$ cat src/rtl/gecko_reg_status_tracker.sv
// Per-register outstanding-write scoreboard: decode reserves rd on issue, writeback releases it,
// and a drain FSM can hold off issue until every outstanding write has retired.
//
// state    | meaning
// ---------+-----------------------------------------------------------
// ST_RUN   | normal operation, issue allowed when rd is not FULL
// ST_DRAIN | issue blocked, waiting for outstanding_count to reach 0
// ST_DONE  | issue blocked, no writes outstanding, drain_done asserted
module gecko_reg_status_tracker #(
    parameter int  NUM_REGS      = 32,
    parameter int  COUNTER_WIDTH = 2,
    localparam int ADDR_W        = $clog2(NUM_REGS),
    localparam int OC_W          = $clog2((NUM_REGS - 1) * ((1 << COUNTER_WIDTH) - 1) + 1)
) (
    input  logic                     clk,
    input  logic                     rst,
    input  logic                     issue_valid,
    output logic                     issue_ready,
    input  logic [ADDR_W-1:0]        issue_reg_addr,
    input  logic                     wb_valid,
    output logic                     wb_ready,
    input  logic [ADDR_W-1:0]        wb_reg_addr,
    input  logic [ADDR_W-1:0]        rd_addr,
    input  logic [ADDR_W-1:0]        rs1_addr,
    input  logic [ADDR_W-1:0]        rs2_addr,
    output logic [COUNTER_WIDTH-1:0] rd_status,
    output logic [COUNTER_WIDTH-1:0] rs1_status,
    output logic [COUNTER_WIDTH-1:0] rs2_status,
    input  logic                     drain_req,
    output logic                     drain_done,
    output logic [OC_W-1:0]          outstanding_count,
    output logic                     underflow_error
);

    typedef enum logic [1:0] {
        ST_RUN   = 2'd0,
        ST_DRAIN = 2'd1,
        ST_DONE  = 2'd2
    } state_t;

    localparam logic [COUNTER_WIDTH-1:0] CNT_FULL = '1;
    localparam logic [COUNTER_WIDTH-1:0] CNT_ONE  = COUNTER_WIDTH'(1);
    localparam logic [OC_W-1:0]          OC_ONE   = OC_W'(1);

    state_t                   state_q, state_d;
    logic [COUNTER_WIDTH-1:0] cnt_q [NUM_REGS];
    logic [COUNTER_WIDTH-1:0] cnt_d [NUM_REGS];
    logic [OC_W-1:0]          oc_q, oc_d;
    logic                     uf_q, uf_d;

    logic issue_fire;
    logic issue_hit;
    logic wb_hit;
    logic same_reg;
    logic wb_under;
    logic wb_dec;
    logic oc_inc;

    always_comb begin
        issue_ready = (state_q == ST_RUN) &&
                      ((issue_reg_addr == '0) || (cnt_q[issue_reg_addr] != CNT_FULL));
        wb_ready    = 1'b1;
        issue_fire  = issue_valid && issue_ready;
        issue_hit   = issue_fire && (issue_reg_addr != '0);
        wb_hit      = wb_valid && (wb_reg_addr != '0);
        same_reg    = issue_hit && wb_hit && (issue_reg_addr == wb_reg_addr);
        // Underflow is judged on the pre-update count, even when an issue to the same reg fires.
        wb_under    = wb_hit && (cnt_q[wb_reg_addr] == '0);
        wb_dec      = wb_hit && !wb_under && !same_reg;
        oc_inc      = issue_hit && !same_reg;
        uf_d        = uf_q || wb_under;
    end

    always_comb begin
        for (int i = 0; i < NUM_REGS; i++) begin
            cnt_d[i] = cnt_q[i];
        end
        cnt_d[0] = '0;
        for (int i = 1; i < NUM_REGS; i++) begin
            if (oc_inc && (issue_reg_addr == ADDR_W'(i))) begin
                cnt_d[i] = cnt_q[i] + CNT_ONE;
            end
            if (wb_dec && (wb_reg_addr == ADDR_W'(i))) begin
                cnt_d[i] = cnt_q[i] - CNT_ONE;
            end
        end
    end

    // Kept equal to the sum of all counters, so it can never wrap.
    always_comb begin
        oc_d = oc_q;
        case ({oc_inc, wb_dec})
            2'b10:   oc_d = oc_q + OC_ONE;
            2'b01:   oc_d = oc_q - OC_ONE;
            default: oc_d = oc_q;
        endcase
    end

    always_comb begin
        state_d = state_q;
        case (state_q)
            ST_RUN: begin
                if (drain_req) state_d = ST_DRAIN;
            end
            ST_DRAIN: begin
                if (!drain_req)        state_d = ST_RUN;
                else if (oc_q == '0)   state_d = ST_DONE;
            end
            ST_DONE: begin
                if (!drain_req) state_d = ST_RUN;
            end
            default: state_d = ST_RUN;
        endcase
    end

    always_ff @(posedge clk or negedge rst) begin
        if (!rst) begin
            state_q <= ST_RUN;
            oc_q    <= '0;
            uf_q    <= 1'b0;
            for (int i = 0; i < NUM_REGS; i++) begin
                cnt_q[i] <= '0;
            end
        end else begin
            state_q <= state_d;
            oc_q    <= oc_d;
            uf_q    <= uf_d;
            for (int i = 0; i < NUM_REGS; i++) begin
                cnt_q[i] <= cnt_d[i];
            end
        end
    end

    always_comb begin
        rd_status         = (rd_addr  == '0) ? '0 : cnt_q[rd_addr];
        rs1_status        = (rs1_addr == '0) ? '0 : cnt_q[rs1_addr];
        rs2_status        = (rs2_addr == '0) ? '0 : cnt_q[rs2_addr];
        drain_done        = (state_q == ST_DONE);
        outstanding_count = oc_q;
        underflow_error   = uf_q;
    end

endmodule

$ cat config.mk
export PLATFORM = sky130hd
export DESIGN_NAME = gecko_reg_status_tracker
export DESIGN_NICKNAME = d
export VERILOG_FILES = /design/src/rtl/gecko_reg_status_tracker.sv
export SDC_FILE = /design/constraint.sdc
export NUM_CORES = 1
export LEC_CHECK = 0
export CAP_MARGIN = 5
export CORE_UTILIZATION = 50
export CTS_CLUSTER_DIAMETER = 30
export CTS_CLUSTER_SIZE = 10
export DETAILED_ROUTE_END_ITERATION = 10
export PLACE_DENSITY = 0.8
export SLEW_MARGIN = 20
export SYNTH_ARGS = -nofsm -noshare
export SYNTH_HDL_FRONTEND = slang
export SYNTH_SLANG_ARGS = --single-unit
$ cat constraint.sdc
create_clock -name clk -period 13 [get_ports clk]
set_input_delay 3.25 -clock clk [delete_from_list [all_inputs] [get_ports clk]]
set_output_delay 3.25 -clock clk [all_outputs]
set_load 0.05 [all_outputs]
==> impl_metrics.ini, run 1 <==
[routing]
via_count = 6008
wl_per_cell_um = 24.89
post-route-drc-count = 0
avgViaCountPerCell = 7.027
drt_pass1_iterations = 5
drtIter0Drc = 1034
wirelength_um = 21280
ant_nets = 0

[cts]
clkLatencyLatePin_ps = 350
cts.sinks = 72
clk_pin_slew_ps = 50
cts_setup_buffers = 0
cts_buffers = 9
htreeDepth = 3
root_buffer = clkbuf_16
cts_resized = 0
cts_tree = yes
cts_buffer_depth = 2
cts_hold_buf = 0

[synthesis]
ys_top_cells_by_count = dfrtp_1, nand2_1, mux4_2
synth_top_family_by_area = multiplexers
syn_inst = 678
yosysWarnings = 0
synth_seq_cells = 72
synthFlopType = dfrtp_1
synth_area_per_cell_um2 = 9.572
ys_top_cells_by_area = dfrtp_1, mux4_2, xnor2_1
muxShareOfSynthArea_pct = 23.91
synth_cell_types = 72
yosys.area_share.simple_pct = 17.12
synth_area_mm2 = 0.006490
synth_top_cell_area_share_pct = 27.76
synth-compound-area-share_pct = 18.49
synth_xor_xnor_area_share_pct = 5.803
synth_adder_area_share_pct = 1.465
async_reset_ff_share_pct = 100.0
syn_nets = 715
yosys.area.top_type = dfrtp_1
synth_edf_count = 0
ys_seq_area_share_pct = 27.76
synth_most_common_cell = dfrtp_1

[layout]
areaGrowthSynthToFinish_pct = 11.24
final_layout_size_suffix_gt1_share_pct = 16.40
diodes = 0
nNetsFinal = 716
fillers = 1143
stdcell_count = 855
final_area_mm2 = 0.007219

[critical_path]
end_kind = output port
critPathRequiredTime_ps = 9750
crit_fanout = 26
crit_chain = clkdlybuf4s50_1 -> mux4_2 -> nand2_1 -> o311ai_1 -> o311a_1 -> nor2_1 -> clkdlybuf4s50_1
max_stage_delay_ps = 1160
critPathArrivalTime_ps = 6640
critical_path_class = in -> out
cpMostUsedCell = clkdlybuf4s50_1
startpoint = issue_reg_addr[1]
r2r_start = cnt_q[20]
crit_slowest_cell = clkdlybuf4s50_1
cp-start-kind = input pin

[sta]
max_slew_margin_pct = 30.24
setup_viol = 0
tightest_slew_ps = 1043
skew_ps = 10.59
rsz0062_at_grt = no
post-route-min-period_ps = 9893
fin_tns_setup_ps = 0
post-route-period-util_pct = 76.10
finalMaxSlewViolations = 0
max_freq_mhz = 101.1
hold_viol = 0

[placement]
io_buffers = 45
finalWeightedCongestion = 1.030
place_area_mm2 = 0.006903
dpl.hpwl_um = 14970
place_inst = 840

[worst_hold_path]
hold_start = underflow_error
hp-class = reg -> reg

[status]
status = finished, final reports clean

[global_routing]
grt_overflow = 0
antenna_found_initial = 0
grtUsageTotal_pct = 33.67
grt_pass1_wl_um = 33070
grt_pass1_vias = 5816
grt_start_max_net_pins = 73

[floorplanning]
io_pins = 47
die_x_um = 115.9
start_util_pct = 51.43
dieHeight_um = 115.9
die_area_mm2 = 0.01344
rows = 41
core_mm2 = 0.01262

[power]
power.density_mw_per_mm2 = 169.2
peakVddDrop_mv = 0.1317
p_leak_nw = 2.748

[flow_run]
max-cap-violations = 0
[worst max-delay path: cells and delay by family]
family                 cells  cell delay [ps]
buffers and inverters      2             2000
AND/OR/NAND/NOR            2              280
AO/OA/AOI/OAI              2              680
multiplexers               1              430
[power by group]
part           switching [mW]  internal [mW]  total, mW  leakage, nW
logic                   0.234          0.239      0.473         1.73
registers               0.186          0.291      0.477        0.864
clock network          0.0940          0.177      0.271        0.159
total                   0.514          0.708       1.22         2.75
[logic make-up (layout without fill, tap and decap cells)]
group,Yosys count,in the layout
muxes,87,87
adders and majority gates,7,7
AOI/OAI and AO/OA,167,167
DFF,72,72
other,1,1
buffers and inverters,78,83
and+or+nand+nor,223,223
xor gates and xnor gates,43,43
[registers in the layout, summed over array words and instances, names as in the netlist]
name and cells:
underflow_error 1, cnt_q 62, outstanding_count 7, state_q 2
[cell usage in the layout, fill, tap and decap left out, drive strengths merged, types with 20 or more instances in the layout]
cell / instances
a21oi: 33
clkdlybuf4s50: 42
dfrtp: 72
mux2i: 20
mux4: 53
nand2: 57
nor2: 49
nor3: 36
o21ai: 39
xnor2: 25
[final timing paths]
path,cells past startpoint,slack [ps],end
setup / recovery,7,3110,issue_ready
hold / removal,1,490,underflow_error
setup reg to reg,17,8830,outstanding_count[6]
hold reg to reg,1,490,underflow_error
max in group asynchronous,1,9330,cnt_q[47]
min in group asynchronous,1,3030,cnt_q[10]
[metrics by stage]
stage                     hold WS, ps  setup slack (ps)  power [mW]  utilization, %
after global routing            553.0              2958       1.275           57.21
after CTS                       498.9              3157       1.211           57.25
final                           485.6              3107       1.221           57.21
after global placement          482.2              3223      0.9193           54.74
after detailed placement        470.6              3198      0.9377           54.70
after floorplan                 508.7              4099      0.7590               -
[layout make-up]
class                   count  area, um^2  area share, %
clock buffers              12       256.5          3.553
clock inverters             3       65.06         0.9012
inverters                  18       67.56         0.9359
multi-input cells         528        4338          60.09
flip-flops and latches     72        1802          24.96
well taps                 172       215.2          2.981
repair buffers             50       475.5          6.586
[per-layer routing]
metal	vias to the layer above	wire length [um]	global-route usage [%]
met5	-	0	0
met4	0	803	16.84
met3	84	2705	10.30
met2	451	9735	50.99
met1	2882	8036	43.81
li1	2591	-	-
Power figures use the tool's default switching activity.
==> run 2, diff against run 1 <==
clock period = 10.3 ns   (was 13 ns; I/O delays follow)
==> run 2 against run 1 <==
Against the previous run: die area stayed put; final cell count is 0.35% higher; sequential share of layout area hardly changed; clock-buffer cell count is 1 higher; global-route usage is 0.13 points higher; clock power is 18% higher; critical path depth is 2 higher; highest routed layer unchanged; critical endpoint unchanged; largest cell class unchanged; power is 25% higher; cell area hardly changed.
==> impl_metrics.ini, run 2 (synthesis gave the netlist of run 1 again) <==
[status]
status = finished, final reports clean

[floorplanning]
rows = 41
dieHeight_um = 115.9
core_mm2 = 0.01262
start_util_pct = 51.43
die_x_um = 115.9
io_pins = 47
die_area_mm2 = 0.01344

[global_routing]
grt_overflow = 0
grt_pass1_wl_um = 33260
antenna_found_initial = 0
grt_pass1_vias = 5902
grt_start_max_net_pins = 73
grtUsageTotal_pct = 33.79

[power]
finalPower_mw = 1.524
peakVddDrop_mv = 0.1731
p_leak_nw = 2.749
power.density_mw_per_mm2 = 211.1

[routing]
post-route-drc-count = 0
drtIter0Drc = 787
wl_per_cell_um = 25.17
avgViaCountPerCell = 7.145
wirelength_um = 21590
drt_pass1_iterations = 8
ant_nets = 0
via_count = 6130

[sta]
rsz0062_at_grt = no
max_freq_mhz = 115.0
hold_viol = 0
finalMaxSlewViolations = 0
post-route-period-util_pct = 84.45
skew_ps = 6.701
setup_viol = 0
fin_tns_setup_ps = 0
finalHoldWorstSlack_ps = 480.6
max_slew_margin_pct = 26.27
worst_slack_ps = 1602
post-route-min-period_ps = 8698
tightest_slew_ps = 1097

[cts]
cts_buffers = 9
cts.sinks = 72
htreeDepth = 3
root_buffer = clkbuf_16
clkLatencyLatePin_ps = 350
cts_hold_buf = 0
cts_tree = yes
cts_resized = 0
cts_buffer_depth = 2
cts_setup_buffers = 0
clk_pin_slew_ps = 50

[critical_path]
r2r-end = outstanding_count[6]
critPathCapture = issue_ready
startpoint = issue_reg_addr[0]
cp-start-kind = input pin
end_kind = output port
r2r_start = cnt_q[46]
reg2regPathDepth = 17
r2r_slack_ps = 5830
crit_fanout = 19
critPathArrivalTime_ps = 6120
critPathRequiredTime_ps = 7730
critical_path_class = in -> out

[worst_hold_path]
hp-class = reg -> reg

[layout]
nNetsFinal = 718
areaGrowthSynthToFinish_pct = 11.22
diodes = 0
largest-register = cnt_q
mostFrequentLayoutCells = dfrtp_1, nand2_1, mux4_2, nor2_1, clkdlybuf4s50_1
final_layout_size_suffix_gt1_share_pct = 16.47
largest_register_ffs = 62
fin_util_pct = 57.20
final_common_cell = dfrtp_1

[placement]
pre_cts_slack_ps = 1628
finalWeightedCongestion = 0.9867
dpl.hpwl_um = 15060
io_buffers = 45

[flow_run]
max-cap-violations = 0
## run 2: cell count changes in the layout (fill, tap and decap cells not counted)
| cell | delta |
|---|---|
| clkbuf_1 | +1 |
| bufinv_16 | -1 |
| clkdlybuf4s50_1 | +1 |
| clkinv_2 | +1 |
| buf_4 | +2 |
| buf_2 | -1 |
## run 2: routing by layer
layer / track usage (%) / wire length [um] / up-vias / share of wire (%)
li1: - / - / 2588 / -
met1: 44.42 / 8326 / 3001 / 39
met2: 51.35 / 9718 / 442 / 45
met3: 9.100 / 2513 / 99 / 12
met4: 17.44 / 1036 / 0 / 4.8
met5: 0 / 0 / - / 0
## run 2: layout make-up
type	instances	area, um^2
inverter	18	67.56
sequential	72	1802
tap	172	215.2
fill	1114	5401
clock buffer	13	260.3
timing repair buffer	52	495.5
clock inverter	3	40.04
multi-input combinational	528	4338
## run 2: report_power, final
part           leakage [nW]  internal, mW  switching, mW
registers             0.864         0.368          0.232
logic                  1.74         0.303          0.302
clock network         0.150         0.200          0.120
## run 2: how the worst min path moves through the flow
stage | from | to | slack [ps] | cells past startpoint
4_1_cts | underflow_error | underflow_error | 490 | 1
5_1_grt | underflow_error | underflow_error | 520 | 1
2_1_floorplan | cnt_q[34] | cnt_q[34] | 510 | 1
3_5_place_dp | underflow_error | underflow_error | 460 | 1
3_3_place_gp | outstanding_count[6] | outstanding_count[6] | 480 | 1
6_report | underflow_error | underflow_error | 480 | 1
## run 2: worst max-delay path: stages
cell and delay (ps):
clkdlybuf4s50_1 1080, buf_4 330, mux4_2 510, a22oi_1 220
nand2_1 140, nand2_1 100, nand2_1 130, nor2_1 180
clkdlybuf4s50_1 850
## run 2: stage by stage
stage / area, um^2 / cells
4_1_cts: 7218 / 858
5_1_grt: 7218 / 858
2_1_floorplan: 6490 / 678
6_report: 7218 / 858
3_5_place_dp: 6918 / 842
3_3_place_gp: 6923 / 842
==> edit, RTL diff (config.mk and constraints of run 2) <==
Reset style: synchronous (`rst`), changed in one clocked block.
--- a/src/rtl/gecko_reg_status_tracker.sv
+++ b/src/rtl/gecko_reg_status_tracker.sv
@@ -114,5 +114,5 @@
     end
 
-    always_ff @(posedge clk or negedge rst) begin
+    always_ff @(posedge clk) begin
         if (!rst) begin
             state_q <= ST_RUN;
Check against the original RTL: not equivalent (a bounded check fails within 4 cycles, from zero or initial values and one cycle with rst low; the reset may be asserted at any time).
==> edit against run 2 <==
Area after synthesis down 0.19%; setup slack better by 100 ps; routed wire length about the same; maximum frequency rose by 1.2%; sequential cell count unchanged; final area shrank 0.87%; non-clock buffer count rose by 2; die area fell by 0.19%; sequential share of layout area is 4.8 points lower; critical path type unchanged.
Power is not compared: it rests on default switching activity, and its combinational part moved more than twofold at a synthesized area within 25%.
==> edit: results (changes against run 2) <==
| Metric | Value |
|---|---|
| Yosys warnings | 0 (unchanged) |
| Post-synthesis adder-cell area fraction | 1.47% (about the same) |
| Slowest stage delay, CP | 1100 ps (was 1080 ps) |
| H-tree depth | 3 (unchanged) |
| Nets | 729 (was 718) |
| Worst EP arrival | 6020 ps (was 6120 ps) |
| Max-slew violations | 0 (unchanged) |
| Clk_skew | 6.20 ps (was 6.70 ps) |
| First-pass GRT wire length | 33300 um (about the same) |
| Compound-gate portion of the synthesized area | 19.2% (was 18.5%) |
| Post-synthesis mux area share | 31.0% (was 23.9%) |
| Status | finished clean (unchanged) |
| Family with the most delay on the worst path | buffers and inverters (unchanged) |
| Final Hold Fails | 0 (unchanged) |
| Post-cts sizing count | 0 (unchanged) |
| Synth top area cells | dfxtp_1, mux4_2, mux2i_1 (was dfrtp_1, mux4_2, xnor2_1) |
| Port Buffers | 45 (unchanged) |
| HPWL Detailed | 15300 um (was 15100 um) |
| Vias in the first global route | 5911 (was 5902) |
| DP Area | 0.00689 mm^2 (was 0.00692 mm^2) |
| Clock buffers created by TritonCTS | 9 (unchanged) |
| Post-synthesis xor/xnor area fraction | 1.08% (was 5.80%) |
| Cell variety after synth | 74 (was 72) |
| Dpl cells | 853 (was 842) |
| All-Layer GR Usage | 33.4% (was 33.8%) |
| Vias after detailed routing | 6232 (was 6130) |
| Mapped Avg Cell Area | 9.47 um^2 (was 9.57 um^2) |
| Worst vdd ir | roughly 0.000053 V |
| Via/cell ratio | 7.17 (was 7.14) |
| Synth top cells by count | nand2_1, dfxtp_1, mux4_2 (was dfrtp_1, nand2_1, mux4_2) |
| Initial drt markers | 1169 (was 787) |
| Slew HR | 20.5% (was 26.3%) |
| CP Max Fanout | 24 (was 19) |
| Filler Cells Inserted | 1150 (was 1114) |
| DRT Wirelength | 21600 um (about the same) |
| Sequential-to-total area share from yosys stat | 22.3% (was 27.8%) |
| Share of layout cells above drive strength 1 | 17.8% (was 16.5%) |
| # diodes | 0 (unchanged) |
| Ys flop type | dfxtp_1 (was dfrtp_1) |
| Final GP Congestion | 0.980 (was 0.987) |
| Synth async-reset ratio | 0% (was 100%) |
| Pre-antenna DRT Iters | 7 (was 8) |
| Largest net degree at the start of global routing | 83 (was 73) |
| DRC viols | 0 (unchanged) |
| Syn nets | 721 (was 715) |
edit: cell count changes after synthesis, sizes merged, moves of 17 or more:
cell,change
dfrtp,-72
dfxtp,+72
mux2i,+18
nand2,+17
nor3,-19
o21ai,-19
or3,-17
xnor2,-20
edit: power by group:
| part | leakage [nW] | internal (W) | switching (W) | total [W] |
|---|---|---|---|---|
| combinational | 1.95 | 0.0000672 | 0.000108 | 0.000176 |
| sequential | 0.582 | 0.000285 | 0.0000115 | 0.000297 |
| clock | 0.130 | 0.000169 | 0.000122 | 0.000291 |
edit: worst paths after layout:
path	from	end	slack, ps
worst max-delay path	issue_reg_addr[1]	issue_ready	1700
worst min-delay path	underflow_error	underflow_error	480
worst max register to register	cnt_q[6][1]	outstanding_count[6]	5830
worst min register to register	underflow_error	underflow_error	480
edit: layer usage:
metal | routed length (um) | up-vias | global-route usage (%) | part of all wire, %
met4 | 879 | 0 | 15.6 | 4.1
met3 | 2650 | 95 | 9.36 | 12
met2 | 9830 | 473 | 50.9 | 46
li1 | - | 2665 | - | -
met5 | 0 | - | 0 | 0
met1 | 8230 | 2999 | 44.0 | 38
edit: cell type report:
type | instances | area [um^2] | share of cell area (%)
clock buffer | 13 | 250 | 3.50
clock inverter | 3 | 17.5 | 0.245
inverter | 22 | 82.6 | 1.15
multi-input combinational | 533 | 4640 | 64.9
sequential | 72 | 1440 | 20.1
tap | 172 | 215 | 3.01
timing repair buffer | 54 | 508 | 7.10
edit: through the flow:
step	worst slack (ps)	hold slack (ps)
6_report	1700	478
5_1_grt	1600	503
4_1_cts	1750	480
3_5_place_dp	1740	468
3_3_place_gp	1830	451
2_1_floorplan	2850	474
